$ cat config.mk
export PLATFORM = sky130hd
export DESIGN_NAME = array_seq_ctrl_flat
export DESIGN_NICKNAME = d
export VERILOG_FILES = /design/src/rtl/array_seq_ctrl_if.sv /design/src/rtl/array_seq_ctrl.sv /design/src/flat_wrapper.sv
export SDC_FILE = /design/constraint.sdc
export NUM_CORES = 1
export LEC_CHECK = 0
export BUFFER_PORTS_ARGS = -buffer_cell sky130_fd_sc_hd__buf_2
export CAP_MARGIN = 30
export CORE_MARGIN = 2
export CORE_UTILIZATION = 60
export DETAILED_ROUTE_END_ITERATION = 6
export PLACE_DENSITY = 0.82
export SYNTH_ARGS = -nofsm -noshare
export SYNTH_HDL_FRONTEND = slang
export SYNTH_SLANG_ARGS = --single-unit
export TNS_END_PERCENT = 30
$ cat constraint.sdc
create_clock -name clk -period 10.6 [get_ports clk]
set_input_delay 1.06 -clock clk [delete_from_list [all_inputs] [get_ports clk]]
set_output_delay 1.06 -clock clk [all_outputs]
set_load 0.05 [all_outputs]
$ cat src/rtl/array_seq_ctrl_if.sv
// Control/status bundle between the systolic-array sequencer and its
// operand source / PE array.
interface array_seq_ctrl_if #(
    parameter int ROWS = 8,
    parameter int COLS = 8,
    parameter int KW   = 8
);
    logic            start;
    logic            abort;
    logic [KW-1:0]   k_len;
    logic [ROWS-1:0] row_mask;
    logic [COLS-1:0] col_mask;
    logic            feed_ready;
    logic            busy;
    logic            done;
    logic            arr_clr;
    logic            pe_en;
    logic [ROWS-1:0] row_en;
    logic [COLS-1:0] col_en;
    logic [ROWS-1:0] row_feed;
    logic [KW+1:0]   t_idx;

    modport master (
        output start, abort, k_len, row_mask, col_mask, feed_ready,
        input  busy, done, arr_clr, pe_en, row_en, col_en, row_feed, t_idx
    );

    modport slave (
        input  start, abort, k_len, row_mask, col_mask, feed_ready,
        output busy, done, arr_clr, pe_en, row_en, col_en, row_feed, t_idx
    );
endinterface

$ cat src/rtl/array_seq_ctrl.sv
// Tile sequencer for a ROWS x COLS systolic array: clears the array, then
// walks the skewed run index t, gating operand injection per row.
module array_seq_ctrl #(
    parameter int ROWS = 8,
    parameter int COLS = 8,
    parameter int KW   = 8
) (
    input  logic              clk,
    input  logic              rst,
    array_seq_ctrl_if.slave   bus
);
    localparam int TW = KW + 2;

    typedef enum logic [1:0] {
        S_IDLE  = 2'd0,
        S_CLEAR = 2'd1,
        S_RUN   = 2'd2,
        S_DONE  = 2'd3
    } state_t;

    state_t          state_q, state_d;
    logic [TW-1:0]   t_q, t_d, t_end_s;
    logic [KW-1:0]   k_q, k_d;
    logic [ROWS-1:0] rmask_q, rmask_d;
    logic [COLS-1:0] cmask_q, cmask_d;
    logic [ROWS-1:0] row_en_q, row_en_d;
    logic [COLS-1:0] col_en_q, col_en_d;
    logic [ROWS-1:0] win_q, win_d;
    logic            busy_q, busy_d;
    logic            done_q, done_d;
    logic            clr_q, clr_d;
    logic            run_q, run_d;

    // Last run index: the final operand of the bottom row must still cross all columns.
    assign t_end_s = {2'b00, k_q} + TW'(ROWS + COLS - 3);

    // Next-state, run index and tile configuration latch.
    always_comb begin
        state_d = state_q;
        t_d     = t_q;
        k_d     = k_q;
        rmask_d = rmask_q;
        cmask_d = cmask_q;
        if (bus.abort) begin
            state_d = S_IDLE;
            t_d     = {TW{1'b0}};
        end else begin
            case (state_q)
                S_IDLE: begin
                    if (bus.start) begin
                        state_d = S_CLEAR;
                        k_d     = bus.k_len;
                        rmask_d = bus.row_mask;
                        cmask_d = bus.col_mask;
                    end else begin
                        state_d = S_IDLE;
                    end
                end
                S_CLEAR: begin
                    t_d = {TW{1'b0}};
                    if (k_q == {KW{1'b0}}) begin
                        state_d = S_DONE;
                    end else begin
                        state_d = S_RUN;
                    end
                end
                S_RUN: begin
                    if (bus.feed_ready) begin
                        if (t_q == t_end_s) begin
                            state_d = S_DONE;
                            t_d     = {TW{1'b0}};
                        end else begin
                            t_d = t_q + TW'(1);
                        end
                    end else begin
                        t_d = t_q;
                    end
                end
                S_DONE: begin
                    state_d = S_IDLE;
                end
                default: begin
                    state_d = S_IDLE;
                    t_d     = {TW{1'b0}};
                end
            endcase
        end
    end

    // Output values for the coming cycle, derived from the next state and index.
    always_comb begin
        busy_d   = (state_d != S_IDLE);
        done_d   = (state_d == S_DONE);
        clr_d    = (state_d == S_CLEAR);
        run_d    = (state_d == S_RUN);
        row_en_d = {ROWS{1'b0}};
        col_en_d = {COLS{1'b0}};
        win_d    = {ROWS{1'b0}};
        if (run_d) begin
            row_en_d = rmask_d;
            col_en_d = cmask_d;
        end else begin
            row_en_d = {ROWS{1'b0}};
            col_en_d = {COLS{1'b0}};
        end
        // Row r injects operand t-r, so its window is r <= t < r+k_len.
        for (int r = 0; r < ROWS; r++) begin
            if (run_d && rmask_d[r] && (t_d >= TW'(r)) &&
                (t_d < ({2'b00, k_d} + TW'(r)))) begin
                win_d[r] = 1'b1;
            end else begin
                win_d[r] = 1'b0;
            end
        end
    end

    // State, configuration and registered outputs.
    always_ff @(posedge clk or posedge rst) begin
        if (rst) begin
            state_q  <= S_IDLE;
            t_q      <= {TW{1'b0}};
            k_q      <= {KW{1'b0}};
            rmask_q  <= {ROWS{1'b0}};
            cmask_q  <= {COLS{1'b0}};
            row_en_q <= {ROWS{1'b0}};
            col_en_q <= {COLS{1'b0}};
            win_q    <= {ROWS{1'b0}};
            busy_q   <= 1'b0;
            done_q   <= 1'b0;
            clr_q    <= 1'b0;
            run_q    <= 1'b0;
        end else begin
            state_q  <= state_d;
            t_q      <= t_d;
            k_q      <= k_d;
            rmask_q  <= rmask_d;
            cmask_q  <= cmask_d;
            row_en_q <= row_en_d;
            col_en_q <= col_en_d;
            win_q    <= win_d;
            busy_q   <= busy_d;
            done_q   <= done_d;
            clr_q    <= clr_d;
            run_q    <= run_d;
        end
    end

    // A stall must silence the array in the same cycle, so the registered
    // run window is qualified directly by feed_ready.
    assign bus.busy     = busy_q;
    assign bus.done     = done_q;
    assign bus.arr_clr  = clr_q;
    assign bus.pe_en    = run_q & bus.feed_ready;
    assign bus.row_en   = row_en_q;
    assign bus.col_en   = col_en_q;
    assign bus.row_feed = win_q & {ROWS{bus.feed_ready}};
    assign bus.t_idx    = t_q;
endmodule

$ cat src/flat_wrapper.sv
// flat-port wrapper written by rule: the top's interface ports become plain ports
module array_seq_ctrl_flat 
#(
    parameter int ROWS = 8,
    parameter int COLS = 8,
    parameter int KW   = 8
)
  (clk, rst, bus_start, bus_abort, bus_k_len, bus_row_mask, bus_col_mask, bus_feed_ready, bus_busy, bus_done, bus_arr_clr, bus_pe_en, bus_row_en, bus_col_en, bus_row_feed, bus_t_idx);
  array_seq_ctrl_if #(.ROWS(ROWS), .COLS(COLS), .KW(KW)) bus_i ();
  input  logic clk;
  input  logic rst;
  input wire logic [$bits(bus_i.start)-1:0] bus_start;
  input wire logic [$bits(bus_i.abort)-1:0] bus_abort;
  input wire logic [$bits(bus_i.k_len)-1:0] bus_k_len;
  input wire logic [$bits(bus_i.row_mask)-1:0] bus_row_mask;
  input wire logic [$bits(bus_i.col_mask)-1:0] bus_col_mask;
  input wire logic [$bits(bus_i.feed_ready)-1:0] bus_feed_ready;
  output wire logic [$bits(bus_i.busy)-1:0] bus_busy;
  output wire logic [$bits(bus_i.done)-1:0] bus_done;
  output wire logic [$bits(bus_i.arr_clr)-1:0] bus_arr_clr;
  output wire logic [$bits(bus_i.pe_en)-1:0] bus_pe_en;
  output wire logic [$bits(bus_i.row_en)-1:0] bus_row_en;
  output wire logic [$bits(bus_i.col_en)-1:0] bus_col_en;
  output wire logic [$bits(bus_i.row_feed)-1:0] bus_row_feed;
  output wire logic [$bits(bus_i.t_idx)-1:0] bus_t_idx;
  assign bus_i.start = bus_start;
  assign bus_i.abort = bus_abort;
  assign bus_i.k_len = bus_k_len;
  assign bus_i.row_mask = bus_row_mask;
  assign bus_i.col_mask = bus_col_mask;
  assign bus_i.feed_ready = bus_feed_ready;
  assign bus_busy = bus_i.busy;
  assign bus_done = bus_i.done;
  assign bus_arr_clr = bus_i.arr_clr;
  assign bus_pe_en = bus_i.pe_en;
  assign bus_row_en = bus_i.row_en;
  assign bus_col_en = bus_i.col_en;
  assign bus_row_feed = bus_i.row_feed;
  assign bus_t_idx = bus_i.t_idx;
  array_seq_ctrl #(.ROWS(ROWS), .COLS(COLS), .KW(KW)) u_core (.clk(clk), .rst(rst), .bus(bus_i));
endmodule
==> results of run 1 <==
-- flip-flops by register name, summed over array words and instances (netlist names) --
| register | count |
|---|---|
| u_core.rmask_q | 8 |
| u_core.bus.done | 1 |
| u_core.bus.arr_clr | 1 |
| u_core.bus.col_en | 8 |
| u_core.bus.row_en | 8 |
| u_core.k_q | 8 |
| u_core.run_q | 1 |
| u_core.bus.busy | 1 |
| u_core.bus.t_idx | 10 |
| u_core.win_q | 8 |
| u_core.cmask_q | 8 |
| u_core.state_q | 2 |
-- synthesized netlist by cell type, types with 11 or more instances --
| master | n |
|---|---|
| sky130_fd_sc_hd__nand2_1 | 37 |
| sky130_fd_sc_hd__inv_1 | 32 |
| sky130_fd_sc_hd__mux2i_1 | 14 |
| sky130_fd_sc_hd__o21ai_0 | 22 |
| sky130_fd_sc_hd__and2_1 | 11 |
| sky130_fd_sc_hd__a21oi_1 | 32 |
| sky130_fd_sc_hd__clkbuf_1 | 15 |
| sky130_fd_sc_hd__nor2_1 | 46 |
| sky130_fd_sc_hd__ha_1 | 68 |
| sky130_fd_sc_hd__mux2_2 | 11 |
| sky130_fd_sc_hd__and3_1 | 16 |
| sky130_fd_sc_hd__xnor2_1 | 41 |
| sky130_fd_sc_hd__dfrtp_1 | 64 |
| sky130_fd_sc_hd__nand3_1 | 22 |
-- routing by layer --
layer | up-vias | global-route usage [%] | wire length [um]
li1 | 2145 | - | -
met1 | 2238 | 40.69 | 6040
met2 | 227 | 56.57 | 7480
met3 | 45 | 5.491 | 982
met4 | 0 | 14.84 | 550
met5 | - | 0 | 0
-- path summary, 6_finish.rpt --
kind                       slack (ns)  depth (start not counted)                        start                             end
hold / removal                   0.49                          1  u_core.cmask_q[4]$_DFF_PP0_     u_core.cmask_q[4]$_DFF_PP0_
min in group asynchronous        0.96                          3                          rst  u_core.bus.col_en[2]$_DFF_PP0_
setup / recovery                 5.80                         13      u_core.k_q[0]$_DFF_PP0_       u_core.win_q[7]$_DFF_PP0_
hold reg to reg                  0.49                          1  u_core.cmask_q[4]$_DFF_PP0_     u_core.cmask_q[4]$_DFF_PP0_
setup reg to reg                 5.80                         13      u_core.k_q[0]$_DFF_PP0_       u_core.win_q[7]$_DFF_PP0_
max in group asynchronous        9.12                          3                          rst   u_core.bus.t_idx[3]$_DFF_PP0_
-- worst max-delay path: cells and delay by family, from the launching register on --
family | cells | cell delay, ns
simple gates | 4 | 1.20
compound gates | 6 | 1.91
fa+ha+maj | 3 | 1.12
flops | 1 | 0.48
-- area by class of cell --
cell class              count  area, sq um
inverters                  36        135.1
clock buffers              10        137.6
clock inverters             6        43.79
fillers                   677         2510
multi-input cells         442         3308
repair buffers             74        390.4
flip-flops and latches     64         1602
well taps                 105        131.4
-- report_power, final --
part	internal, mW	switching (mW)
registers	0.274	0.0284
clock network	0.0920	0.105
logic	0.168	0.273
-- logic make-up after synthesis --
| logic type | share of synthesized area, % |
|---|---|
| mux | 5.131 |
| xor+xnor | 8.341 |
| flops | 31.13 |
| fa+ha+maj | 17.36 |
| simple gates | 18.34 |
| buf+inv | 4.572 |
| compound gates | 15.13 |
-- cells in the final DEF, fill, tap and decap left out, types with 3 or more instances in the layout --
cell type,n
sky130_fd_sc_hd__a22oi_1,3
sky130_fd_sc_hd__a21oi_1,32
sky130_fd_sc_hd__xor2_1,8
sky130_fd_sc_hd__o211ai_1,4
sky130_fd_sc_hd__inv_1,31
sky130_fd_sc_hd__clkbuf_8,10
sky130_fd_sc_hd__a311o_1,4
sky130_fd_sc_hd__nand2_1,37
sky130_fd_sc_hd__nand4_1,7
sky130_fd_sc_hd__nor2_1,46
sky130_fd_sc_hd__o21ai_0,22
sky130_fd_sc_hd__mux2_2,11
sky130_fd_sc_hd__ha_1,68
sky130_fd_sc_hd__nor2b_1,9
sky130_fd_sc_hd__nor4_1,4
sky130_fd_sc_hd__inv_2,3
sky130_fd_sc_hd__and2_1,11
sky130_fd_sc_hd__xnor2_1,41
sky130_fd_sc_hd__a21o_1,6
sky130_fd_sc_hd__buf_2,66
sky130_fd_sc_hd__nand3_1,22
sky130_fd_sc_hd__nor3_1,9
sky130_fd_sc_hd__mux2i_1,14
sky130_fd_sc_hd__nand2b_1,7
sky130_fd_sc_hd__and3_1,16
sky130_fd_sc_hd__a211oi_1,3
sky130_fd_sc_hd__a31oi_1,4
sky130_fd_sc_hd__o2111ai_1,4
sky130_fd_sc_hd__dfrtp_1,64
sky130_fd_sc_hd__buf_4,8
-- per-stage QoR --
step | util [%] | power, mW | cell area (sq um)
after floorplan | - | 0.6261 | 5145
after global placement | 67.32 | 0.7246 | 5559
after detailed placement | 67.41 | 0.7403 | 5567
after CTS | 69.61 | 0.9368 | 5748
after global routing | 69.61 | 1.005 | 5748
final | 69.61 | 0.9410 | 5748
==> out/qor.log, run 1 <==
[synthesis] Syn Std Cell Area 0.005145 sq mm
[synthesis] Distinct cells, synth 68
[timing] final hold violation count 0
[setup_path] library cell contributing the largest single delay on the critical path sky130_fd_sc_hd__a211oi_1
[routing] Detailed Route WL 15,060 um
[clock_network] number of CTS-inserted buffers 9
[timing] clock tree skew after final layout 0.01104 ns
[die] Die Ht 96.60 um
[layout] fraction of final layout cells with drive strength greater than 1 18.67%
[clock_network] # hold bufs at CTS 0
[routing] Initial DRT Pass Iterations 5
[die] Die Width 96.60 um
[layout] non-filler cells in the finished layout 737
[die] initial core utilization 62.30%
[timing] period utilisation layout 45.25%
[timing] Setup Viol. Count Final 0
[global_route] antenna violations before repair 0
[routing] overall via count from detail_route 4,655
[synthesis] EDFF count, synth 0
[synthesis] biggest area consumer among synthesized cells sky130_fd_sc_hd__dfrtp_1
[setup_path] startpoint type of the worst setup path flop
[global_route] total routing usage reported by global routing 32.98%
[synthesis] predominant post-synthesis flop cell sky130_fd_sc_hd__dfrtp_1
[routing] DRC errors left 0
[global_route] global-route wire length before repair 24,860 um
[layout] diode count 0
[run_status] run status completed
[power_and_ir_drop] IR Drop Worst-Case VDD 0.00007667 V
[synthesis] Synth Warn # 0
[placed_design] instance count after placement with tap cells included 721
[clock_network] total clock sinks 64
[global_route] remaining global-route overflow 0
[clock_network] CTS clk-pin slew, worst paths 0.08 ns
[synthesis] largest cells by area after synthesis sky130_fd_sc_hd__dfrtp_1 (31%), sky130_fd_sc_hd__ha_1 (17%), sky130_fd_sc_hd__xnor2_1 (7.0%)
[timing] final worst hold slack 0.4930 ns
[routing] detailed router's first-iteration violation count 346
[routing] number of routed nets with antenna violations 0
[setup_path] longest individual stage delay on the worst path 0.63 ns
[layout] post-layout net count 724
[synthesis] fraction of registers with async set/reset 100.0%
[setup_path] Crit path top cell by count sky130_fd_sc_hd__ha_1
[synthesis] post-synthesis cell count 564
[synthesis] number of flip-flops and latches in the synthesized netlist 64
[clock_network] master cell of the clock root buffer sky130_fd_sc_hd__clkbuf_8
[setup_path] Critical Path End Type flop
[placed_design] routability cong. 0.9506
[power_and_ir_drop] leakage component of the power 2.948 nW
[timing] Slew Viols, Final 0
[power_and_ir_drop] ratio of total power to cell area 163.7 mW/mm^2
[setup_path] arrival time of the worst setup path 5.06 ns
[synthesis] area fraction of the dominant cell type after synthesis 31.13%
[clock_network] number of setup buffers added after CTS 0
[clock_network] TritonCTS clock tree done
[timing] final setup slack of the worst path 5.804 ns
[global_route] via count of the first global-routing pass 4,846
[routing] DR WL/cell 20.43 um
[setup_path] crit path cell chain ha_1 -> nor3_4 -> nand4b_1 -> o32ai_1 -> o211a_1 -> a211oi_1 -> a31oi_1 -> nor2_1 -> ha_1 -> nor2b_1 -> a311o_1 -> maj3_1 -> a211oi_2
[clock_network] clock latency reported for the late side of the worst-skew pair 0.35 ns
[clock_network] Max Buffers Root-to-Sink 2
[timing] Rel. slew slack 26.43%
[setup_path] crit-path max FO 8
[placed_design] estimated wirelength of the detail-placed design 11,370 um
[timing] Worst Tran Pin Value 1.100 ns
[setup_path] data required time at the worst endpoint 10.86 ns
[placed_design] count of input and output buffers 66
[run] total of max-cap violations 0
[global_route] largest net degree at the start of global routing 65
[routing] vias per cell 6.316
[placed_design] Place WS 5.520 ns
[layout] P&R area growth vs syn 11.72%
[timing] unrepaired setup endpoints after global routing no
[clock_network] total number of H-tree levels 3
[synthesis] synthesized netlist net count 661
[die] total number of placement rows 33
[die] area of the die 0.009332 sq mm
[timing] Max Fclk 208.5 MHz
[clock_network] PostCTS Resize Cnt 0
[synthesis] register area share after synthesis 31.13%
[die] placeable core region 0.008258 sq mm
[timing] Fin Setup TNS 0 ns
[timing] Final Critical Period 4.796 ns
[die] total I/O pin count 67
[setup_path] Crit Path Category reg -> reg
[hold_path] HP Class reg -> reg
[synthesis] Mean Syn Cell Area 9.122 sq um
(Power assumes the default switching activity.)
==> run 2, diff against run 1 <==
Settings changed: ABC_AREA set to 1, CORE_UTILIZATION 60 to 54, PLACE_DENSITY 0.82 to 0.78.
Clock period 10.6 ns to 4 ns, I/O delays scaled along.
==> out/qor.log, run 2 <==
[run_status] run status completed
[clock_network] TritonCTS clock tree done
[synthesis] Syn Std Cell Area 0.005326 sq mm
[global_route] remaining global-route overflow 0
[synthesis] fraction of registers with async set/reset 100.0%
[global_route] GR Util met2 49.75%
[global_route] total routing usage reported by global routing 28.74%
[placed_design] count of input and output buffers 66
[setup_path] data required time at the worst endpoint 4.23 ns
[routing] Initial DRT Pass Iterations 4
[routing] overall via count from detail_route 5,140
[global_route] antenna violations before repair 0
[routing] DRC errors left 0
[routing] number of routed nets with antenna violations 0
[synthesis] leading cell type by number of instances after synthesis sky130_fd_sc_hd__nand2_1
[timing] Worst Tran Pin Value 0.7629 ns
[placed_design] estimated wirelength of the detail-placed design 11,430 um
[global_route] global-route layer with the greatest usage met2
[layout] post-layout net count 929
[synthesis] Mean Syn Cell Area 7.064 sq um
[routing] vias per cell 5.304
[timing] clock tree skew after final layout 0.01316 ns
[die] Die Width 103.3 um
[global_route] largest net degree at the start of global routing 40
[setup_path] Critical Path End Type flop
[synthesis] EDFF count, synth 0
[timing] Slew Viols, Final 0
[synthesis] area fraction of the dominant cell type after synthesis 30.07%
[synthesis] number of flip-flops and latches in the synthesized netlist 64
[clock_network] # hold bufs at CTS 0
[routing] detailed router's first-iteration violation count 296
[synthesis] register area share after synthesis 30.07%
[timing] final hold violation count 0
[layout] count of filler cells inserted in the layout 919
[hold_path] HP Class in -> async
[synthesis] synthesized netlist net count 851
[synthesis] post-synthesis cell count 754
[synthesis] largest cells by area after synthesis sky130_fd_sc_hd__dfrtp_1 (30%), sky130_fd_sc_hd__ha_1 (16%), sky130_fd_sc_hd__nand2_1 (15%)
[layout] fraction of final layout cells with drive strength greater than 1 14.71%
[setup_path] crit-path max FO 17
[layout] leading cell types in the layout, fill and taps excluded sky130_fd_sc_hd__nand2_1 (209), sky130_fd_sc_hd__inv_1 (124), sky130_fd_sc_hd__ha_1 (68)
[clock_network] clock latency reported for the late side of the worst-skew pair 0.34 ns
[clock_network] master cell of the clock root buffer sky130_fd_sc_hd__clkbuf_8
[timing] unrepaired setup endpoints after global routing yes
[layout] max reg flops 10
[layout] non-filler cells in the finished layout 969
[placed_design] instance count after placement with tap cells included 954
[layout] Reg area 0.001602 sq mm
[global_route] via count of the first global-routing pass 5,036
[setup_path] arrival time of the worst setup path 3.85 ns
[layout] area of the multi-input gates 0.003172 sq mm
[synthesis] Post-synth top cells sky130_fd_sc_hd__nand2_1 (209), sky130_fd_sc_hd__inv_1 (125), sky130_fd_sc_hd__ha_1 (68)
[clock_network] Max Buffers Root-to-Sink 2
[layout] most frequent standard cell in the layout excluding fill and tap cells sky130_fd_sc_hd__nand2_1
[setup_path] startpoint type of the worst setup path flop
[die] total number of placement rows 36
[timing] Setup Viol. Count Final 0
[global_route] M1 GR Usage 35.36%
[die] initial core utilization 55.00%
[synthesis] Distinct cells, synth 34
[run] total of max-cap violations 0
[setup_path] Crit Path Category reg -> reg
[timing] period utilisation layout 90.55%
[synthesis] biggest area consumer among synthesized cells sky130_fd_sc_hd__dfrtp_1
[layout] P&R area growth vs syn 13.30%
[layout] diode count 0
[die] total I/O pin count 67
[clock_network] total number of H-tree levels 3
[clock_network] CTS clk-pin slew, worst paths 0.07 ns
[synthesis] predominant post-synthesis flop cell sky130_fd_sc_hd__dfrtp_1
[synthesis] Synth Warn # 0
[timing] Rel. slew slack 48.95%
[placed_design] routability cong. 0.9086
[clock_network] number of setup buffers added after CTS 0
[setup_path] reg-to-reg slack, setup 0.38 ns
[routing] Detailed Route WL 14,420 um
[die] Die Ht 103.3 um
[routing] DR WL/cell 14.88 um
[global_route] global-route wire length before repair 23,430 um
[die] placeable core region 0.009684 sq mm
[die] area of the die 0.01067 sq mm
[clock_network] number of CTS-inserted buffers 9
[clock_network] total clock sinks 64
[timing] Max Fclk 276.1 MHz
[global_route] met3 global-route usage 4.167%
[timing] Final Critical Period 3.622 ns
==> run 2: cell types whose count changed in the layout (fill, tap and decap cells not counted), sizes merged, moves of 11 or more <==
| cell | before | now |
|---|---|---|
| and2 | 11 | 0 |
| and3 | 16 | 0 |
| inv | 35 | 134 |
| mux2 | 11 | 0 |
| mux2i | 14 | 1 |
| nand2 | 37 | 218 |
| nand3 | 22 | 53 |
| nor2 | 47 | 68 |
| o21ai | 23 | 40 |
| xnor2 | 41 | 3 |
| xor2 | 8 | 34 |
==> run 2: timing repair <==
item | CTS | global route
hold endpoints to repair | 0 | 0
resized for setup | 0 | 2
setup endpoints to repair | 0 | 7
==> run 2: area by class of cell <==
type	instances	share of cell area (%)
sequential	64	26.54
clock buffer	10	2.281
tap	133	2.758
timing repair buffer	77	6.842
clock inverter	5	0.5598
inverter	136	8.459
multi-input combinational	544	52.56
==> run 2: through the flow <==
step | util, % | cell area (sq um) | TNS [ns] | setup slack [ns] | hold slack [ns]
2_1_floorplan | - | 5326 | 0 | 0.6437 | 0.4475
3_3_place_gp | 60.45 | 5854 | 0 | 0.3664 | 0.4656
3_5_place_dp | 60.45 | 5854 | 0 | 0.2734 | 0.4684
4_1_cts | 62.22 | 6026 | 0 | 0.2545 | 0.1252
5_1_grt | 62.31 | 6035 | -0.02338 | -0.02338 | 0.1491
6_report | 62.31 | 6035 | 0 | 0.3781 | 0.1203
==> run 2: per-layer routing <==
metal	vias up	routed length [um]
met5	-	0
met4	0	533
met3	39	796
met2	182	7077
met1	2396	6010
li1	2523	-
==> run 2: worst paths after layout <==
kind | start | end | cells past startpoint
hold / removal | rst | u_core.bus.t_idx[9]$_DFF_PP0_ | 2
hold reg to reg | u_core.rmask_q[0]$_DFF_PP0_ | u_core.rmask_q[0]$_DFF_PP0_ | 2
max in group asynchronous | rst | u_core.bus.col_en[6]$_DFF_PP0_ | 3
setup / recovery | u_core.state_q[0]$_DFF_PP0_ | u_core.win_q[7]$_DFF_PP0_ | 16
min in group clk | bus_row_mask[0] | u_core.rmask_q[0]$_DFF_PP0_ | 3
setup reg to reg | u_core.state_q[0]$_DFF_PP0_ | u_core.win_q[7]$_DFF_PP0_ | 16
==> run 2: cell families (layout without fill, tap and decap cells) <==
group,after synthesis,in the layout,synth area share (%)
compound gates,75,75,8.175
xor+xnor,37,37,6.084
buf+inv,146,228,10.55
flops,64,64,30.07
mux,1,1,0.1879
fa+ha+maj,68,68,15.97
simple gates,363,363,28.96
==> run 2: critical path: stages (launching register included) <==
cell	delay, ns
sky130_fd_sc_hd__dfrtp_1	0.40
sky130_fd_sc_hd__inv_1	0.14
sky130_fd_sc_hd__ha_1	0.17
sky130_fd_sc_hd__nand3_1	0.47
sky130_fd_sc_hd__o21ai_2	0.52
sky130_fd_sc_hd__inv_1	0.21
sky130_fd_sc_hd__ha_1	0.29
sky130_fd_sc_hd__inv_1	0.14
sky130_fd_sc_hd__o21ai_0	0.18
sky130_fd_sc_hd__nand2_1	0.12
sky130_fd_sc_hd__xor2_1	0.07
sky130_fd_sc_hd__ha_1	0.27
sky130_fd_sc_hd__nand2_1	0.04
sky130_fd_sc_hd__nor3_1	0.24
sky130_fd_sc_hd__nand3_1	0.11
sky130_fd_sc_hd__nand3_1	0.09
sky130_fd_sc_hd__nor2_1	0.04
Power of run 2 is not shown: default switching activity piles up to over one toggle a cycle in this logic, so the estimate is an artifact.
==> run 3, diff against run 2 <==
Settings changed: CELL_PAD_IN_SITES_DETAIL_PLACEMENT set to 1, CELL_PAD_IN_SITES_GLOBAL_PLACEMENT set to 2, CORE_UTILIZATION 54 to 30, PLACE_DENSITY 0.78 to 0.77.
==> out/qor.log, run 3 (same netlist as run 2, synthesis figures left out) <==
[run_status] run status completed
[routing] number of routed nets with antenna violations 0
[die] area of the die 0.01884 sq mm
[setup_path] data required time at the worst endpoint 4.26 ns
[routing] DRC errors left 0
[layout] count of filler cells inserted in the layout 2,218
[global_route] antenna violations before repair 0
[placed_design] count of input and output buffers 66
[clock_network] clock latency reported for the late side of the worst-skew pair 0.34 ns
[routing] Detailed Route WL 17,650 um
[placed_design] routability cong. 0.9062
[setup_path] library cell contributing the largest single delay on the critical path sky130_fd_sc_hd__dfrtp_1
[routing] DR WL/cell 16.54 um
[timing] Setup Viol. Count Final 0
[clock_network] PostCTS Resize Cnt 0
[global_route] global-route wire length before repair 28,490 um
[die] initial core utilization 30.69%
[die] total I/O pin count 67
[setup_path] startpoint type of the worst setup path flop
[placed_design] Post-Place Cell Area 0.006012 sq mm
[clock_network] TritonCTS clock tree done
[die] Die Width 137.2 um
[clock_network] total clock sinks 64
[clock_network] CTS clk-pin slew, worst paths 0.06 ns
[layout] post-layout net count 934
[clock_network] number of setup buffers added after CTS 0
[setup_path] Crit Path Category reg -> reg
[layout] P&R area growth vs syn 19.05%
[setup_path] arrival time of the worst setup path 3.81 ns
[timing] unrepaired setup endpoints after global routing no
[layout] max reg flops 10
[placed_design] estimated wirelength of the detail-placed design 14,300 um
[clock_network] master cell of the clock root buffer sky130_fd_sc_hd__clkbuf_16
[routing] Initial DRT Pass Iterations 4
[setup_path] Critical Path End Type flop
[timing] Slew Viols, Final 0
[routing] vias per cell 4.787
[routing] overall via count from detail_route 5,108
[timing] period utilisation layout 88.73%
[timing] final hold violation count 0
[timing] Final Critical Period 3.549 ns
[layout] area of the multi-input gates 0.003168 sq mm
[timing] Worst Tran Pin Value 0.7411 ns
[global_route] total routing usage reported by global routing 19.78%
[global_route] remaining global-route overflow 0
[timing] Fin Setup TNS 0 ns
[die] total number of placement rows 48
[clock_network] # hold bufs at CTS 0
[setup_path] crit-path max FO 9
[routing] detailed router's first-iteration violation count 191
[layout] most frequent standard cell in the layout excluding fill and tap cells sky130_fd_sc_hd__nand2_1
[die] placeable core region 0.01736 sq mm
[clock_network] total number of H-tree levels 3
[global_route] largest net degree at the start of global routing 37
[layout] fraction of final layout cells with drive strength greater than 1 15.20%
[clock_network] number of CTS-inserted buffers 9
[setup_path] longest individual stage delay on the worst path 0.44 ns
[setup_path] Crit path top cell by count sky130_fd_sc_hd__nor2_1
[hold_path] HP Class in -> async
[timing] clock tree skew after final layout 0.01080 ns
[layout] leading cell types in the layout, fill and taps excluded sky130_fd_sc_hd__nand2_1 (209), sky130_fd_sc_hd__inv_1 (124), sky130_fd_sc_hd__ha_1 (68)
[timing] Max Fclk 281.8 MHz
[timing] Rel. slew slack 50.52%
[layout] diode count 0
[layout] Final Cell Area 0.006341 sq mm
[global_route] via count of the first global-routing pass 5,475
[setup_path] crit path cell chain inv_1 -> ha_1 -> inv_1 -> nor2_1 -> nor2_1 -> nand3_1 -> nor2_1 -> nand2_1 -> nor2_2 -> nand2_4 -> nand4_1 -> inv_1 -> o21ai_0 -> inv_1 -> ha_1 -> nand2_1 -> nor2_1 -> a211oi_1 -> o2111ai_1 -> a21o_1 -> nor2_1
[die] Die Ht 137.2 um
[run] total of max-cap violations 0
[layout] Reg area 0.001602 sq mm
[clock_network] Max Buffers Root-to-Sink 2
-- run 3: cell count changes in the layout (fill, tap and decap cells not counted), moves of 2 or more --
cell / before / now
sky130_fd_sc_hd__clkinvlp_4: 2 / 0
sky130_fd_sc_hd__inv_6: 0 / 2
sky130_fd_sc_hd__clkinv_4: 1 / 3
sky130_fd_sc_hd__clkbuf_8: 10 / 0
sky130_fd_sc_hd__clkinv_2: 2 / 0
sky130_fd_sc_hd__clkbuf_16: 0 / 9
sky130_fd_sc_hd__buf_4: 11 / 16
sky130_fd_sc_hd__bufinv_16: 0 / 2
-- run 3: final timing paths --
| kind | from | endpoint | slack [ns] | depth (start not counted) |
|---|---|---|---|---|
| hold / removal | rst | u_core.cmask_q[0]$_DFF_PP0_ | 0.19 | 2 |
| max in group asynchronous | rst | u_core.bus.row_en[5]$_DFF_PP0_ | 2.94 | 3 |
| setup / recovery | u_core.k_q[0]$_DFF_PP0_ | u_core.win_q[0]$_DFF_PP0_ | 0.45 | 21 |
| min in group clk | bus_row_mask[0] | u_core.rmask_q[0]$_DFF_PP0_ | 0.31 | 3 |
| hold reg to reg | u_core.rmask_q[0]$_DFF_PP0_ | u_core.rmask_q[0]$_DFF_PP0_ | 0.48 | 2 |
| setup reg to reg | u_core.k_q[0]$_DFF_PP0_ | u_core.win_q[0]$_DFF_PP0_ | 0.45 | 21 |
-- run 3: cell type report --
class | count | share of cell area [%]
multi-input combinational | 544 | 49.96
sequential | 64 | 25.26
inverter | 136 | 8.051
timing repair buffer | 82 | 7.103
tap | 225 | 4.440
clock buffer | 9 | 3.552
clock inverter | 7 | 1.638
-- run 3: critical path: cells and delay by family (launching register included) --
kind            cells  cell delay [ns]
fa+ha+maj           2             0.69
buf+inv             4             0.56
simple gates       11             0.92
flops               1             0.44
compound gates      4             0.87
-- run 3: metal layers --
| layer | vias up | share of wire [%] | GRT usage [%] |
|---|---|---|---|
| li1 | 2529 | - | - |
| met1 | 2474 | 46 | 25.41 |
| met2 | 77 | 49 | 34.19 |
| met3 | 28 | 2.5 | 2.575 |
| met4 | 0 | 2.7 | 6.701 |
| met5 | - | 0 | 0 |
-- run 3: metrics by stage --
| stage | utilization [%] | hold slack [ns] | setup slack [ns] | instances |
|---|---|---|---|---|
| 5_1_grt | 36.53 | 0.2580 | 0.1915 | 1067 |
| 2_1_floorplan | - | 0.4475 | 0.6437 | 754 |
| 6_report | 36.53 | 0.1908 | 0.4508 | 1067 |
| 4_1_cts | 36.53 | 0.2099 | 0.4680 | 1067 |
| 3_5_place_dp | 34.64 | 0.4736 | 0.4954 | 1051 |
| 3_3_place_gp | 34.64 | 0.4663 | 0.5231 | 1051 |
Power of run 3 is left out for the same reason.
